--- src/rtl/uart_pkg.sv ---
// Shared definitions for the UART transmit arbiter: FSM state codes,
// pointer-width helper and byte-lane selection.
package uart_pkg;

  localparam int MAX_REQ = 8;

  localparam logic [2:0] ST_IDLE    = 3'd0;
  localparam logic [2:0] ST_FETCH   = 3'd1;
  localparam logic [2:0] ST_WRITE   = 3'd2;
  localparam logic [2:0] ST_ACCEPT  = 3'd3;
  localparam logic [2:0] ST_DRAIN   = 3'd4;
  localparam logic [2:0] ST_RELEASE = 3'd5;

  // Bits needed to index num_req lanes; never less than one.
  function automatic int ptr_width(input int num_req);
    return (num_req > 2) ? $clog2(num_req) : 1;
  endfunction

  function automatic logic [7:0] lane_byte(input logic [8*MAX_REQ-1:0] lanes,
                                           input logic [2:0]           idx);
    return lanes[{idx, 3'b000} +: 8];
  endfunction

endpackage

--- src/rtl/uart_rr_arbiter.sv ---
// Combinational round-robin picker: first requester at or after the pointer,
// wrapping modulo NUM_REQ, returned both one-hot and as an index.
module uart_rr_arbiter
  import uart_pkg::*;
#(
  parameter int NUM_REQ = 4,
  parameter int PTR_W   = ptr_width(NUM_REQ)
) (
  input  logic [NUM_REQ-1:0] req_i,
  input  logic [PTR_W-1:0]   ptr_i,
  output logic [NUM_REQ-1:0] grant_o,
  output logic [PTR_W-1:0]   idx_o,
  output logic               any_o
);

  // Offsets are scanned from farthest to nearest so the nearest valid lane
  // is the last one written and therefore wins.
  always_comb begin
    grant_o = '0;
    idx_o   = '0;
    any_o   = 1'b0;
    for (int off = NUM_REQ - 1; off >= 0; off--) begin
      for (int l = 0; l < NUM_REQ; l++) begin
        if ((int'(ptr_i) + off == l || int'(ptr_i) + off == l + NUM_REQ) && req_i[l]) begin
          grant_o    = '0;
          grant_o[l] = 1'b1;
          idx_o      = PTR_W'(l);
          any_o      = 1'b1;
        end
      end
    end
  end

endmodule

--- src/rtl/uart_tx_arbiter.sv ---
// Shares one uart_tx among NUM_REQ byte producers: round-robin grant,
// valid/ready byte capture, write strobe with accept timeout, optional packet lock.
module uart_tx_arbiter
  import uart_pkg::*;
#(
  parameter int NUM_REQ        = 4,
  parameter int PACKET_LOCK    = 1,
  parameter int ACCEPT_TIMEOUT = 16
) (
  input  logic                 clock_i,
  input  logic                 reset_i,
  input  logic [NUM_REQ-1:0]   req_valid_i,
  input  logic [8*NUM_REQ-1:0] req_data_i,
  input  logic [NUM_REQ-1:0]   req_last_i,
  output logic [NUM_REQ-1:0]   req_ready_o,
  output logic [NUM_REQ-1:0]   grant_o,
  output logic [7:0]           tx_data_o,
  output logic                 tx_write_o,
  input  logic                 tx_busy_i,
  output logic                 retry_o
);

  localparam int PTR_W = ptr_width(NUM_REQ);
  localparam int CNT_W = (ACCEPT_TIMEOUT > 2) ? $clog2(ACCEPT_TIMEOUT) : 1;

  logic [2:0]           state_q, state_d;
  logic [NUM_REQ-1:0]   grant_q, grant_d;
  logic [PTR_W-1:0]     idx_q, idx_d;
  logic [PTR_W-1:0]     ptr_q, ptr_d;
  logic [7:0]           data_q, data_d;
  logic                 last_q, last_d;
  logic [CNT_W-1:0]     cnt_q, cnt_d;
  logic [NUM_REQ-1:0]   ready_q, ready_d;
  logic                 write_q, write_d;
  logic                 retry_q, retry_d;

  logic [NUM_REQ-1:0]   arb_grant;
  logic [PTR_W-1:0]     arb_idx;
  logic                 arb_any;
  logic [8*MAX_REQ-1:0] lanes;

  assign lanes = (8*MAX_REQ)'(req_data_i);

  uart_rr_arbiter #(
    .NUM_REQ (NUM_REQ),
    .PTR_W   (PTR_W)
  ) u_rr (
    .req_i   (req_valid_i),
    .ptr_i   (ptr_q),
    .grant_o (arb_grant),
    .idx_o   (arb_idx),
    .any_o   (arb_any)
  );

  // NOTE: every next-state variable gets its hold value before the case, so no
  // path through this block can leave one unassigned and infer a latch.
  always_comb begin
    state_d = state_q;
    grant_d = grant_q;
    idx_d   = idx_q;
    ptr_d   = ptr_q;
    data_d  = data_q;
    last_d  = last_q;
    cnt_d   = cnt_q;
    ready_d = '0;
    write_d = 1'b0;
    retry_d = 1'b0;

    case (state_q)
      ST_IDLE: begin
        if (arb_any) begin
          grant_d = arb_grant;
          idx_d   = arb_idx;
          state_d = ST_FETCH;
        end
      end

      // Waiting here with the grant held is how a packet lock stalls on a
      // producer that has not yet presented its next byte.
      ST_FETCH: begin
        if (|(req_valid_i & grant_q)) begin
          ready_d = grant_q;
          data_d  = lane_byte(lanes, 3'(idx_q));
          last_d  = (PACKET_LOCK == 0) || (|(req_last_i & grant_q));
          state_d = ST_WRITE;
        end
      end

      // A late accept of the previous pulse shows up as busy here; skip the
      // re-pulse so the transmitter never sees a write while busy.
      ST_WRITE: begin
        cnt_d = '0;
        if (tx_busy_i) begin
          state_d = ST_DRAIN;
        end else begin
          write_d = 1'b1;
          state_d = ST_ACCEPT;
        end
      end

      ST_ACCEPT: begin
        if (tx_busy_i) begin
          state_d = ST_DRAIN;
        end else if (cnt_q == CNT_W'(ACCEPT_TIMEOUT - 1)) begin
          retry_d = 1'b1;
          state_d = ST_WRITE;
        end else begin
          cnt_d = cnt_q + 1'b1;
        end
      end

      ST_DRAIN: begin
        if (!tx_busy_i) state_d = ST_RELEASE;
      end

      ST_RELEASE: begin
        if (!last_q) begin
          state_d = ST_FETCH;
        end else begin
          ptr_d   = (idx_q == PTR_W'(NUM_REQ - 1)) ? '0 : idx_q + 1'b1;
          grant_d = '0;
          state_d = ST_IDLE;
        end
      end

      default: state_d = ST_IDLE;
    endcase
  end

  // NOTE: state registers use non-blocking assignments so every flop samples
  // the values from before the edge, independent of statement order.
  always_ff @(posedge clock_i or posedge reset_i) begin
    if (reset_i) begin
      state_q <= ST_IDLE;
      grant_q <= '0;
      idx_q   <= '0;
      ptr_q   <= '0;
      data_q  <= '0;
      last_q  <= 1'b0;
      cnt_q   <= '0;
      ready_q <= '0;
      write_q <= 1'b0;
      retry_q <= 1'b0;
    end else begin
      state_q <= state_d;
      grant_q <= grant_d;
      idx_q   <= idx_d;
      ptr_q   <= ptr_d;
      data_q  <= data_d;
      last_q  <= last_d;
      cnt_q   <= cnt_d;
      ready_q <= ready_d;
      write_q <= write_d;
      retry_q <= retry_d;
    end
  end

  assign req_ready_o = ready_q;
  assign grant_o     = grant_q;
  assign tx_data_o   = data_q;
  assign tx_write_o  = write_q;
  assign retry_o     = retry_q;

endmodule

--- config.mk ---
export PLATFORM = sky130hd
export DESIGN_NAME = uart_tx_arbiter
export DESIGN_NICKNAME = d
export VERILOG_FILES = /design/src/rtl/uart_pkg.sv /design/src/rtl/uart_rr_arbiter.sv /design/src/rtl/uart_tx_arbiter.sv
export SDC_FILE = /design/constraint.sdc
export NUM_CORES = 1
export LEC_CHECK = 0
export ABC_AREA = 1
export BUFFER_PORTS_ARGS = -buffer_cell sky130_fd_sc_hd__buf_4
export CORE_AREA = 2 2 67 69
export CTS_CLUSTER_DIAMETER = 60
export DETAILED_ROUTE_END_ITERATION = 8
export DIE_AREA = 0 0 69 71
export PLACE_DENSITY_LB_ADDON = 0.25
export SYNTH_ARGS = -nofsm -noshare
export SYNTH_HDL_FRONTEND = slang
export SYNTH_HIERARCHICAL = 1
export SYNTH_SLANG_ARGS = --single-unit
--- constraint.sdc ---
create_clock -name clock_i -period 1.7 [get_ports clock_i]
set_clock_uncertainty 0.2 [all_clocks]
set_input_delay 0.17 -clock clock_i [delete_from_list [all_inputs] [get_ports clock_i]]
set_output_delay 0.17 -clock clock_i [all_outputs]
set_load 0.01 [all_outputs]
# Word-level counts from Yosys, hierarchy flattened
# Cells that the tools add are included.
[word_totals] ram_bits=0 elab_cells=168 latch_bits=0 reg_bits=30 in_bits=43 out_inout_bits=18 mem_bits_ro=0 mem_count=0
[classes] n_reduce_logical=43 div=0 n_mux=69 n_shift=1 n_eq_ne=38 n_addsub=5 n_lt_le_gt_ge=0 multipliers=0 bitwise_logic=2
[ops] op="$eq A32 B4 Y1 const B" count=12
[ops] op="$eq A32 B3 Y1 const B" count=6
[ops] op="$logic_not A32 Y1" count=4
[ops] op="$eq A32 B2 Y1 const B" count=3
[ops] op="$mux W4" count=19
[ops] op="$shiftx A64 B6 Y8" count=1
[ops] op="$mux W2" count=16
[ops] op="$mux W1" count=24
[ops] op="$mux W3" count=7
[ops] op="$pmux W3 S6" count=1
[ops] op="$logic_and A1 B1 Y1" count=16
[ops] op="$pmux W4 S2" count=2
[ops] op="$logic_or A1 B1 Y1" count=12
[ops] op="$ne A2 B2 Y1 const B" count=6
[ops] op="$and A4 B4 Y4" count=2
[ops] op="$reduce_or A4 Y1" count=2
[ops] op="$add A2 B2 Y3 const B" count=2
[ops] op="$eq A2 B2 Y1 const B" count=3
[ops] op="$eq A3 B2 Y1 const B" count=2
[ops] op="$eq A3 B3 Y1 const B" count=2
[ops] op="$reduce_and A2 Y1" count=3
[ops] op="$reduce_and A3 Y1" count=2
[ops] op="$add A4 B1 Y4 const B" count=1
[ops] op="$eq A4 B4 Y1 const B" count=1
[ops] op="8 further kinds" count=9

# Logic depth before layout (Yosys ltp)
# Gate-level depths: netlist of run 1.
[logic_depth] depth_word=22 ltp_mapped=15

# Cells and area by module
# Netlist of run 1, hierarchy kept.
[modules_own_cells] mod="uart_tx_arbiter" cells_each=215 instances=1 seq_area_each_um2=750.7 area_per_inst_um2=1584.0
[modules_own_cells] mod="uart_rr_arbiter" cells_each=67 instances=1 seq_area_each_um2=0.0 area_per_inst_um2=299.0

# Worst setup path after synthesis of run 1
# Ideal clock, no wire load.
[synth_timing] path_kind="register to register" from="register ptr_q[1]" to="register grant_q[0] (netlist: grant_o[0])" path_slack_ns=-0.125 stages_incl_launch_ff=12 t_required_ns=1.371 arrival_time_ns=1.496 path_cell_list="dfrtp_1 -> inv_1 -> nor2_2 -> or2_4 -> o21ai_2 -> nor2_1 -> nand4_1 -> inv_1 -> nand3_1 -> nand3_1 -> nand2_1 -> o21ai_0"
[synth_via] elab_chain_len=22
[synth_rtl] item="start: declaration" line="uart_tx_arbiter.sv:29" rtl="logic [PTR_W-1:0] ptr_q, ptr_d;"
[synth_rtl] item="start signal: assignment" line="uart_tx_arbiter.sv:148" rtl="ptr_q <= ptr_d;"
[synth_rtl] item="$add A2 B2 Y3" line="uart_rr_arbiter.sv:24" rtl="if ((int'(ptr_i) + off == l || int'(ptr_i) + off == l + NUM_REQ) && req_i[l]) begin"
[synth_rtl] item="$eq A32 B4 Y1 / $logic_not A32 Y1 (equally long branches)" line="uart_rr_arbiter.sv:24"
[synth_rtl] item="$logic_or A1 B1 Y1" line="uart_rr_arbiter.sv:24"
[synth_rtl] item="$logic_and A1 B1 Y1" line="uart_rr_arbiter.sv:24"
[synth_rtl] item="$mux W1 (15 in series)" line="uart_rr_arbiter.sv:24"
[synth_rtl] item="$mux W1 (*)" line="uart_rr_arbiter.sv:24"
[synth_rtl] item="via arb_any" line="uart_tx_arbiter.sv:39" rtl="logic arb_any;"
[synth_rtl] item="$ne A2 B2 Y1 (no line) (*)"
[synth_rtl] item="$reduce_and A3 Y1 (no line) (*)"
[synth_rtl] item="end signal: assignment" line="uart_tx_arbiter.sv:146" rtl="grant_q <= grant_d;"
[synth_rtl] item="end: declaration" line="uart_tx_arbiter.sv:27" rtl="logic [NUM_REQ-1:0] grant_q, grant_d;"
# The timed path passes the listed nets; every way through them passes the cells marked *. The select of a mux whose other input is x is not followed.
# A chain may end at the register's enable or synchronous reset.

# Worst setup path in the final report of run 1
[layout_timing] from="register ptr_q[1]" to="register grant_q[1] (netlist: grant_o[1])"
# Same word-level chain as after synthesis.

==> flow_summary.yaml, run 1 <==
run_status:
  status: "finished, violations left"
  violations: "setup timing"
route:
  drt_iter0_markers: 52
  drt_pre_antenna_iters: 4
  wl_per_cell_um: 12.6
  vias: 2145
  drc: 0
  viasPerCell: 5.04
  totalWireLength_um: 5360
  postRouteAntennaNets: 0
setup_path:
  critPathMaxStageDelay_ps: 460
  cp-start-kind: "register"
  cp_slowest_cell: "dfrtp_2"
  path_delay_family: "simple AND/OR/NAND/NOR gates"
  critPathKind: "reg -> reg"
  r2r-end: "grant_o[1]"
  worstSetupStartpoint: "ptr_q[1]"
  arrival_ps: 1890
  worstPathMaxFanout: 8
  cp.required_ps: 1660
  reg2reg_depth: 11
  worstPathCellList: "inv_2, nor2_2, or2_4, o21ai_2, nor2_1, nand4_1, inv_1, nand3_2, nand3_4, nand2_1, o21ai_0"
  reg2reg_slack_ps: -230
  cp_num_buf_inv: 2
  cp-endpoint: "grant_o[1]"
  cp-end-kind: "register"
  cp.depth: 11
  r2r-start: "ptr_q[1]"
timing:
  post-route-min-period_ps: 1930
  setup_violations: 8
  relSlewSlack_pct: 70.8
  holdWs_ps: 40.5
  hold_viol: 0
  max_slew.worst_pin.slew_ps: 438
  slew_violations: 0
  max_freq_mhz: 518
  fin_crit_sh_pct: 113
  grt_setup_unrepaired: "yes"
  fin_ws_ps: -229
die:
  start_util_pct: 44.8
  dieHeight_um: 71
  die_width_um: 69
  io_pins: 61
  core_sq_mm: 0.00420
  rows: 24
  dieArea_sq_mm: 0.00490
clocking:
  root_buffer: "clkbuf_8"
  tritoncts: "yes"
  clock_latency_ps: 280
  cts_max_path_buffers: 2
  cts_buffers: 5
  h-tree-depth: 2
  clkTransAtPathRegs_ps: 70
  clock-sinks: 30
finish:
  nFillCells: 378
  antenna_cells: 0
  final_layout_size_suffix_gt1_share_pct: 34.0
  area_growth_pct: 45.8
  nNetsFinal: 418
  multi_input_area_sq_mm: 0.00103
  stdcell_count: 426
  seq_area_sq_um: 753
placement:
  dp_slack_ps: -154
  port-buffer-count: 60
  hpwl_um: 3990
  place_congestion: 0.864
  dp.cells: 414
logic_synthesis:
  synth_cells: 282
  ys_top_cells_by_area: "dfrtp_1 (40%), nand2_1 (19%), o21ai_0 (7.2%)"
  post-synth-top-count-cell: "nand2_1"
  yosysWarnings: 6
  synth_fp_nets: 327
  synthTopCellsByCount: "nand2_1 (97), nor2_1 (33), dfrtp_1 (30)"
  netlist_area_sq_mm: 0.00188
  synthFlopType: "dfrtp_1"
  synth_top_cell_by_area: "dfrtp_1"
  async_flop_share_pct: 100
  avgSynthCellArea_sq_um: 6.68
  seq_area_frac_synth_pct: 39.9
  synth-edff-count: 0
  ys_types: 26
  ys_ff_latch: 30
  synth_top_area_share_pct: 39.9
power_and_ir_drop:
  swShare_pct: 45.2
  seqPwrFrac_pct: 27.6
  vdd_ir_drop_max_mv: 0.858
  p_comb_share_pct: 58.5
  switchingPower_mw: 1.97
  clockPowerShare_pct: 13.9
  p_leak_nw: 1.49
  finalPower_mw: 4.35
  pwr_density_cell_mw_per_mm2: 1580
  p_int_mw: 2.38
worst_hold_path:
  hold_class: "in -> reg"
job:
  max_cap_viol_count: 0
global_routing:
  grt.overflow.total: 0
  grt_pass1_wl_um: 9000
  antenna_found_initial: 0
  track_usage_pct: 23.0
  grt_max_degree: 31
  grt_pass1_vias: 2035
[worst min-delay path by stage]
stage             startpoint             end  slack, ps  cells after the start
2_1_floorplan      tx_busy_i         retry_o         40                      1
3_3_place_gp         reset_i  req_ready_o[3]         70                      3
3_5_place_dp         reset_i  req_ready_o[2]         80                      3
4_1_cts        req_data_i[7]    tx_data_o[7]         50                      5
5_1_grt        req_last_i[0]          last_q         40                      3
6_report       req_last_i[0]          last_q         40                      3
[layout make-up]
type / count / share of cell area (%)
Sequential cell: 30 / 27.4
Clock buffer: 6 / 3.01
Inverter: 33 / 4.69
Tap cell: 52 / 2.37
Timing Repair Buffer: 88 / 24.4
Clock inverter: 2 / 0.456
Multi-Input combinational cell: 215 / 37.6
[registers in the layout, summed over array words and instances (netlist names)]
register     cells
tx_write_o       1
retry_o          1
cnt_q            4
ptr_q            2
tx_data_o        8
req_ready_o      4
last_q           1
state_q          3
grant_o          4
idx_q            2
[cells in the final DEF (no fill, tap or decap), types with 4 or more instances in the layout]
master    count
nand2_1      92
buf_4        85
nor2_1       28
dfrtp_1      28
inv_1        26
o21ai_0      23
nand3_1      16
nor2_2       11
o22ai_1       9
a21oi_1       8
clkbuf_8      6
inv_2         5
nand2_2       5
nand4_1       4
o21ai_1       4
[power by group through the flow]
stage	Sequential [mW]	Combinational [mW]	Clock [mW]
2_1_floorplan	1.26	1.45	0
3_3_place_gp	1.19	2.39	0
3_5_place_dp	1.19	2.43	0
4_1_cts	1.19	2.52	0.614
5_1_grt	1.24	2.84	0.656
6_report	1.20	2.55	0.604
[worst reg2reg max path, delay by kind of cell, from the launching register on]
kind	cells	cell delay, ps
buffers and inverters	2	130
flip-flops	1	460
AO/OA/AOI/OAI	2	210
AND/OR/NAND/NOR	7	810
[per-layer routing]
layer	vias up	GRT usage (%)	part of all wire, %
li1	1090	-	-
met1	967	28.3	44
met2	75	38.4	47
met3	13	5.84	7.1
met4	0	10.2	2.6
met5	-	0	0
[cells by family (layout without fill, tap and decap cells)]
kind of cell | count (synthesis) | in the layout | synth area share [%]
AND/OR/NAND/NOR | 165 | 165 | 36.7
AO/OA/AOI/OAI | 47 | 47 | 13.6
flip-flops | 30 | 30 | 39.9
adder cells (fa/ha/maj) | 2 | 2 | 1.33
XOR/XNOR | 1 | 1 | 0.465
buffers and inverters | 37 | 129 | 8.04
[metrics by stage]
stage               instance area, sq um  utilization, %  TNS [ps]
floorplan                           1900               -     -90.6
global placement                    2570            61.1      -636
detailed placement                  2570            61.1     -1020
CTS                                 2720            64.6     -1000
global route                        2750            65.3     -2210
finish                              2750            65.3     -1430
[timing repair]
item / in CTS / in global routing
setup buffers: 1 / 1
endpoints found under the hold margin: 33 / 0
resized for setup: 13 / 7
hold buffers: 2 / 0
pin swaps: 4 / 8
endpoints found under the setup margin: 8 / 9
cloned: 0 / 0
No activity file was read; power rests on OpenSTA's default activity.
==> run 2, diff against run 1 <==
- SKIP_LAST_GASP: default -> 1
==> run 2 against run 1 <==
  * The flow still finishes with violations (setup timing)
  * Utilization decreased by 0.42 points
  * Clock power about the same
  * Non-clock buffer count decreased by 1
  * Setup slack improved by 35 ps
  * Global-route usage unchanged
  * Hold slack about the same
  * Final cell count decreased by 0.23%
  * Maximum frequency increased by 1.9%
  * Critical path depth unchanged
  * Sequential share of layout area increased by 0.18 points
  * Routed wire length decreased by 0.62%
  * Register-to-register slack improved by 40 ps
  * Critical path type unchanged
==> flow_summary.yaml, run 2 (synthesis gave the netlist of run 1 again) <==
run_status:
  status: "finished, violations left"
  violations: "setup timing"
global_routing:
  grt_max_degree: 31
  track_usage_pct: 23.0
  antenna_found_initial: 0
  grt_pass1_wl_um: 9000
  grt.overflow.total: 0
  grt_pass1_vias: 2035
placement:
  place_congestion: 0.864
  dp_slack_ps: -154
  port-buffer-count: 60
  hpwl_um: 3990
setup_path:
  r2r-start: "ptr_q[1]"
  reg2reg_slack_ps: -190
  cp-endpoint: "grant_o[1]"
  cp-start-kind: "register"
  reg2reg_depth: 11
  cp.required_ps: 1670
  cp_slowest_cell: "dfrtp_2"
  worstPathMaxFanout: 8
  cp-end-kind: "register"
  worstSetupStartpoint: "ptr_q[1]"
  critPathMaxStageDelay_ps: 450
  worstPathCellList: "inv_2, nor2_2, or2_4, o21ai_2, nor2_1, nand4_1, inv_1, nand3_2, nand3_4, nand2_2, o21ai_1"
  path_delay_family: "simple AND/OR/NAND/NOR gates"
  critPathKind: "reg -> reg"
  r2r-end: "grant_o[1]"
  cp_num_buf_inv: 2
  arrival_ps: 1860
  cp.depth: 11
timing:
  setup_violations: 8
  hold_viol: 0
  relSlewSlack_pct: 70.6
  grt_setup_unrepaired: "yes"
  slew_violations: 0
  post-route-min-period_ps: 1890
  fin_crit_sh_pct: 111
  max_slew.worst_pin.slew_ps: 440
  holdWs_ps: 40.7
  max_freq_mhz: 528
  fin_ws_ps: -194
  setup-tns-final_ps: -1350
finish:
  nNetsFinal: 417
  final_util_pct: 64.9
  nFillCells: 377
  multi_input_area_sq_mm: 0.00103
  antenna_cells: 0
  largest_reg_flops: 8
  final_layout_size_suffix_gt1_share_pct: 33.8
  area_growth_pct: 44.9
  layout_commonest_cell: "nand2_1"
  final_cell_mix: "nand2_1 (91), buf_4 (85), nor2_1 (29), dfrtp_1 (28), inv_1 (26)"
  seq_area_sq_um: 753
die:
  dieArea_sq_mm: 0.00490
  io_pins: 61
  start_util_pct: 44.8
  core_sq_mm: 0.00420
  rows: 24
  dieHeight_um: 71
  die_width_um: 69
clocking:
  cts_max_path_buffers: 2
  clkTransAtPathRegs_ps: 70
  root_buffer: "clkbuf_8"
  clock_latency_ps: 280
  h-tree-depth: 2
  clock-sinks: 30
  cts_buffers: 5
  tritoncts: "yes"
route:
  totalWireLength_um: 5330
  postRouteAntennaNets: 0
  wl_per_cell_um: 12.5
  drc: 0
  drt_iter0_markers: 65
  viasPerCell: 5.00
  vias: 2126
  drt_pre_antenna_iters: 4
power_and_ir_drop:
  p_leak_nw: 1.48
  finalPower_mw: 4.36
  vdd_ir_drop_max_mv: 0.863
  pwr_density_cell_mw_per_mm2: 1600
worst_hold_path:
  hold_class: "in -> reg"
job:
  max_cap_viol_count: 0
## run 2: cell count changes in the layout (fill, tap and decap cells not counted)
cell,previous run,this run
nand2_4,1,0
nor3_1,2,3
nand2_1,92,91
nor2_1,28,29
nor2_2,11,10
o21ai_1,4,3
o21ai_2,1,2
nand2_2,5,7
nor3_2,2,1
buf_6,1,0
## run 2: tightest hold or removal path, cell delays in order
cell	delay, ps
buf_4	80
a21oi_1	50
o21ai_0	180
## run 2: cell type report
class                      instances  share of cell area, %
clock buffer                       6                   3.03
clock inverter                     2                  0.459
inverter                          33                   4.72
multi-input combinational        215                   37.7
sequential                        30                   27.6
tap                               52                   2.39
timing repair buffer              87                   24.1
## run 2: where the power goes
group / switching (mW) / total [mW] / internal, mW
sequential: 0.214 / 1.20 / 0.982
combinational: 1.49 / 2.56 / 1.07
clock: 0.281 / 0.606 / 0.325
## run 2: metrics by stage
| step | cell area, sq um | instances |
|---|---|---|
| floorplan | 1900 | 282 |
| global placement | 2570 | 414 |
| CTS | 2720 | 425 |
| finish | 2730 | 425 |
| detailed placement | 2570 | 414 |
| global route | 2730 | 425 |
## run 2: worst min path at each step
stage                  start  cells past startpoint  slack, ps              to
3_5_place_dp         reset_i                      3         80  req_ready_o[2]
6_report       req_last_i[0]                      3         40          last_q
2_1_floorplan      tx_busy_i                      1         40         retry_o
3_3_place_gp         reset_i                      3         70  req_ready_o[3]
4_1_cts        req_data_i[7]                      5         50    tx_data_o[7]
5_1_grt        req_last_i[0]                      3         40          last_q
## run 2: timing repair
action / 4_1_cts / 5_1_grt
hold endpoints to repair: 33 / 0
hold buffers: 2 / 0
buffers inserted: 1 / 0
pin swaps: 4 / 7
resized for setup: 12 / 6
setup endpoints to repair: 8 / 9
## run 2: per-layer routing
metal	global-route usage (%)	routed length, um
met5	0	0
met4	10.2	143
met3	5.84	367
met2	38.4	2480
met1	28.3	2330
==> run 3, diff against run 2 <==
- CORE_AREA: 2 2 67 69 -> 2 2 63 65
- DIE_AREA: 0 0 69 71 -> 0 0 65 67
- PLACE_DENSITY: default -> 0.81
- PLACE_DENSITY_LB_ADDON: 0.25 -> default
- clock period: 1.7 -> 2.4 ns (I/O delays scaled with it)
==> run 3 against run 2 <==
  * Clock power down 31%
  * The run now ends clean
  * Final cell count down 6.6%
  * Routed wire length down 6.4%
  * Hold slack better by 34 ps
  * Sequential power down 23%
  * Combinational power down 44%
  * Count of clock-buffer cells in the layout unchanged
  * Critical path type unchanged
  * Die area down 11%
==> flow_summary.yaml, run 3 (synthesis gave the netlist of run 1 again) <==
job:
  max_cap_viol_count: 0
run_status:
  status: "complete, no violations"
setup_path:
  critPathKind: "reg -> reg"
  cp-end-kind: "register"
  cp_slowest_cell: "dfrtp_1"
  crit_top_cell: "nand2_1"
  worstPathCellList: "nor2_1, nand2_1, nand2_1, inv_1, nand2_1, nor2_1, nand4_1, inv_1, nand3_1, nand3_1, nand2_1, o21ai_0"
  worstPathMaxFanout: 8
  critPathMaxStageDelay_ps: 470
  cp.required_ps: 2350
  cp-start-kind: "register"
  arrival_ps: 2010
placement:
  hpwl_um: 3850
  place_congestion: 0.919
  port-buffer-count: 60
finish:
  area_growth_pct: 32.3
  final_util_pct: 69.1
  largest_reg_flops: 8
  layout_commonest_cell: "nand2_1"
  antenna_cells: 0
  nNetsFinal: 393
  final_cell_mix: "nand2_1 (97), buf_4 (61), nor2_1 (33), dfrtp_1 (30), inv_1 (29)"
  nFillCells: 355
  final_layout_size_suffix_gt1_share_pct: 23.8
global_routing:
  grt_max_degree: 31
  grt_pass1_wl_um: 8490
  grt.overflow.total: 0
  grt_pass1_vias: 1946
  antenna_found_initial: 0
  track_usage_pct: 25.5
clocking:
  clkTransAtPathRegs_ps: 60
  clock_latency_ps: 280
  cts_max_path_buffers: 2
  root_buffer: "clkbuf_8"
  cts_buffers: 5
  tritoncts: "yes"
  cts_resized: 0
  h-tree-depth: 2
  clock-sinks: 30
power_and_ir_drop:
  vdd_ir_drop_max_mv: 0.561
  p_leak_nw: 1.36
  pwr_density_cell_mw_per_mm2: 1110
route:
  drc: 0
  drt_iter0_markers: 172
  viasPerCell: 5.09
  totalWireLength_um: 4990
  postRouteAntennaNets: 0
  vias: 2019
  drt_pre_antenna_iters: 4
  wl_per_cell_um: 12.6
timing:
  setup-tns-final_ps: 0
  post-route-min-period_ps: 2060
  grt_setup_unrepaired: "no"
  relSlewSlack_pct: 63.8
  slew_violations: 0
  fin_crit_sh_pct: 85.8
  max_slew.worst_pin.slew_ps: 543
  setup_violations: 0
  hold_viol: 0
  max_freq_mhz: 486
die:
  rows: 22
  start_util_pct: 52.2
  dieHeight_um: 67
  dieArea_sq_mm: 0.00436
  core_sq_mm: 0.00361
  die_width_um: 65
  io_pins: 61
worst_hold_path:
  hold_class: "in -> reg"
==> run 3: worst paths after layout <==
check / from / endpoint / slack [ps] / cells after the start
setup / recovery: ptr_q[1] / grant_o[3] / 340 / 12
hold reg to reg: tx_data_o[7] / tx_data_o[7] / 280 / 2
hold / removal: req_last_i[0] / last_q / 70 / 3
max in group asynchronous: reset_i / grant_o[1] / 1340 / 4
min in group asynchronous: reset_i / cnt_q[2] / 380 / 4
setup reg to reg: ptr_q[1] / grant_o[3] / 340 / 12
==> run 3: stage by stage <==
step	std cells	hold slack (ps)	worst slack (ps)	power (mW)	area (sq um)
3_5_place_dp	387	146	375	2.35	2380
3_3_place_gp	387	141	439	2.33	2380
5_1_grt	397	74.0	95.9	3.08	2490
2_1_floorplan	282	113	575	1.90	1880
6_report	397	74.8	341	2.78	2490
4_1_cts	397	70.1	359	2.78	2490
==> run 3: repair_timing <==
item	CTS	global route
hold buffers	2	0
endpoints found under the hold margin	31	0
endpoints found under the setup margin	0	0
buffers inserted	0	0
==> run 3: area by class of cell <==
cell class                      count  area [sq um]  share of cell area (%)
Inverter                           33           126                    5.07
Clock buffer                        6          82.6                    3.31
Tap cell                           48          60.1                    2.41
Multi-Input combinational cell    215           981                    39.4
Clock inverter                      2          12.5                   0.502
Timing Repair Buffer               63           478                    19.2
Sequential cell                    30           751                    30.1
==> run 3: worst max-delay path, delay by kind of cell (launching register included) <==
kind | cells | cell delay (ps)
AOI/OAI and AO/OA | 1 | 90
buffers and inverters | 2 | 110
DFF | 1 | 470
and+or+nand+nor | 9 | 1070
==> run 3: where the power goes <==
| group | internal (mW) | total [mW] | leakage [nW] | switching, mW |
|---|---|---|---|---|
| clock network | 0.230 | 0.416 | 0.0472 | 0.186 |
| logic | 0.569 | 1.44 | 0.921 | 0.872 |
| registers | 0.692 | 0.919 | 0.390 | 0.227 |
==> run 3: metal layers <==
metal	vias to the layer above	routed length [um]	GRT usage, %
li1	1035	-	-
met1	902	2250	31.1
met2	74	2320	43.9
met3	8	350	6.08
met4	0	65	9.31
met5	-	0	0
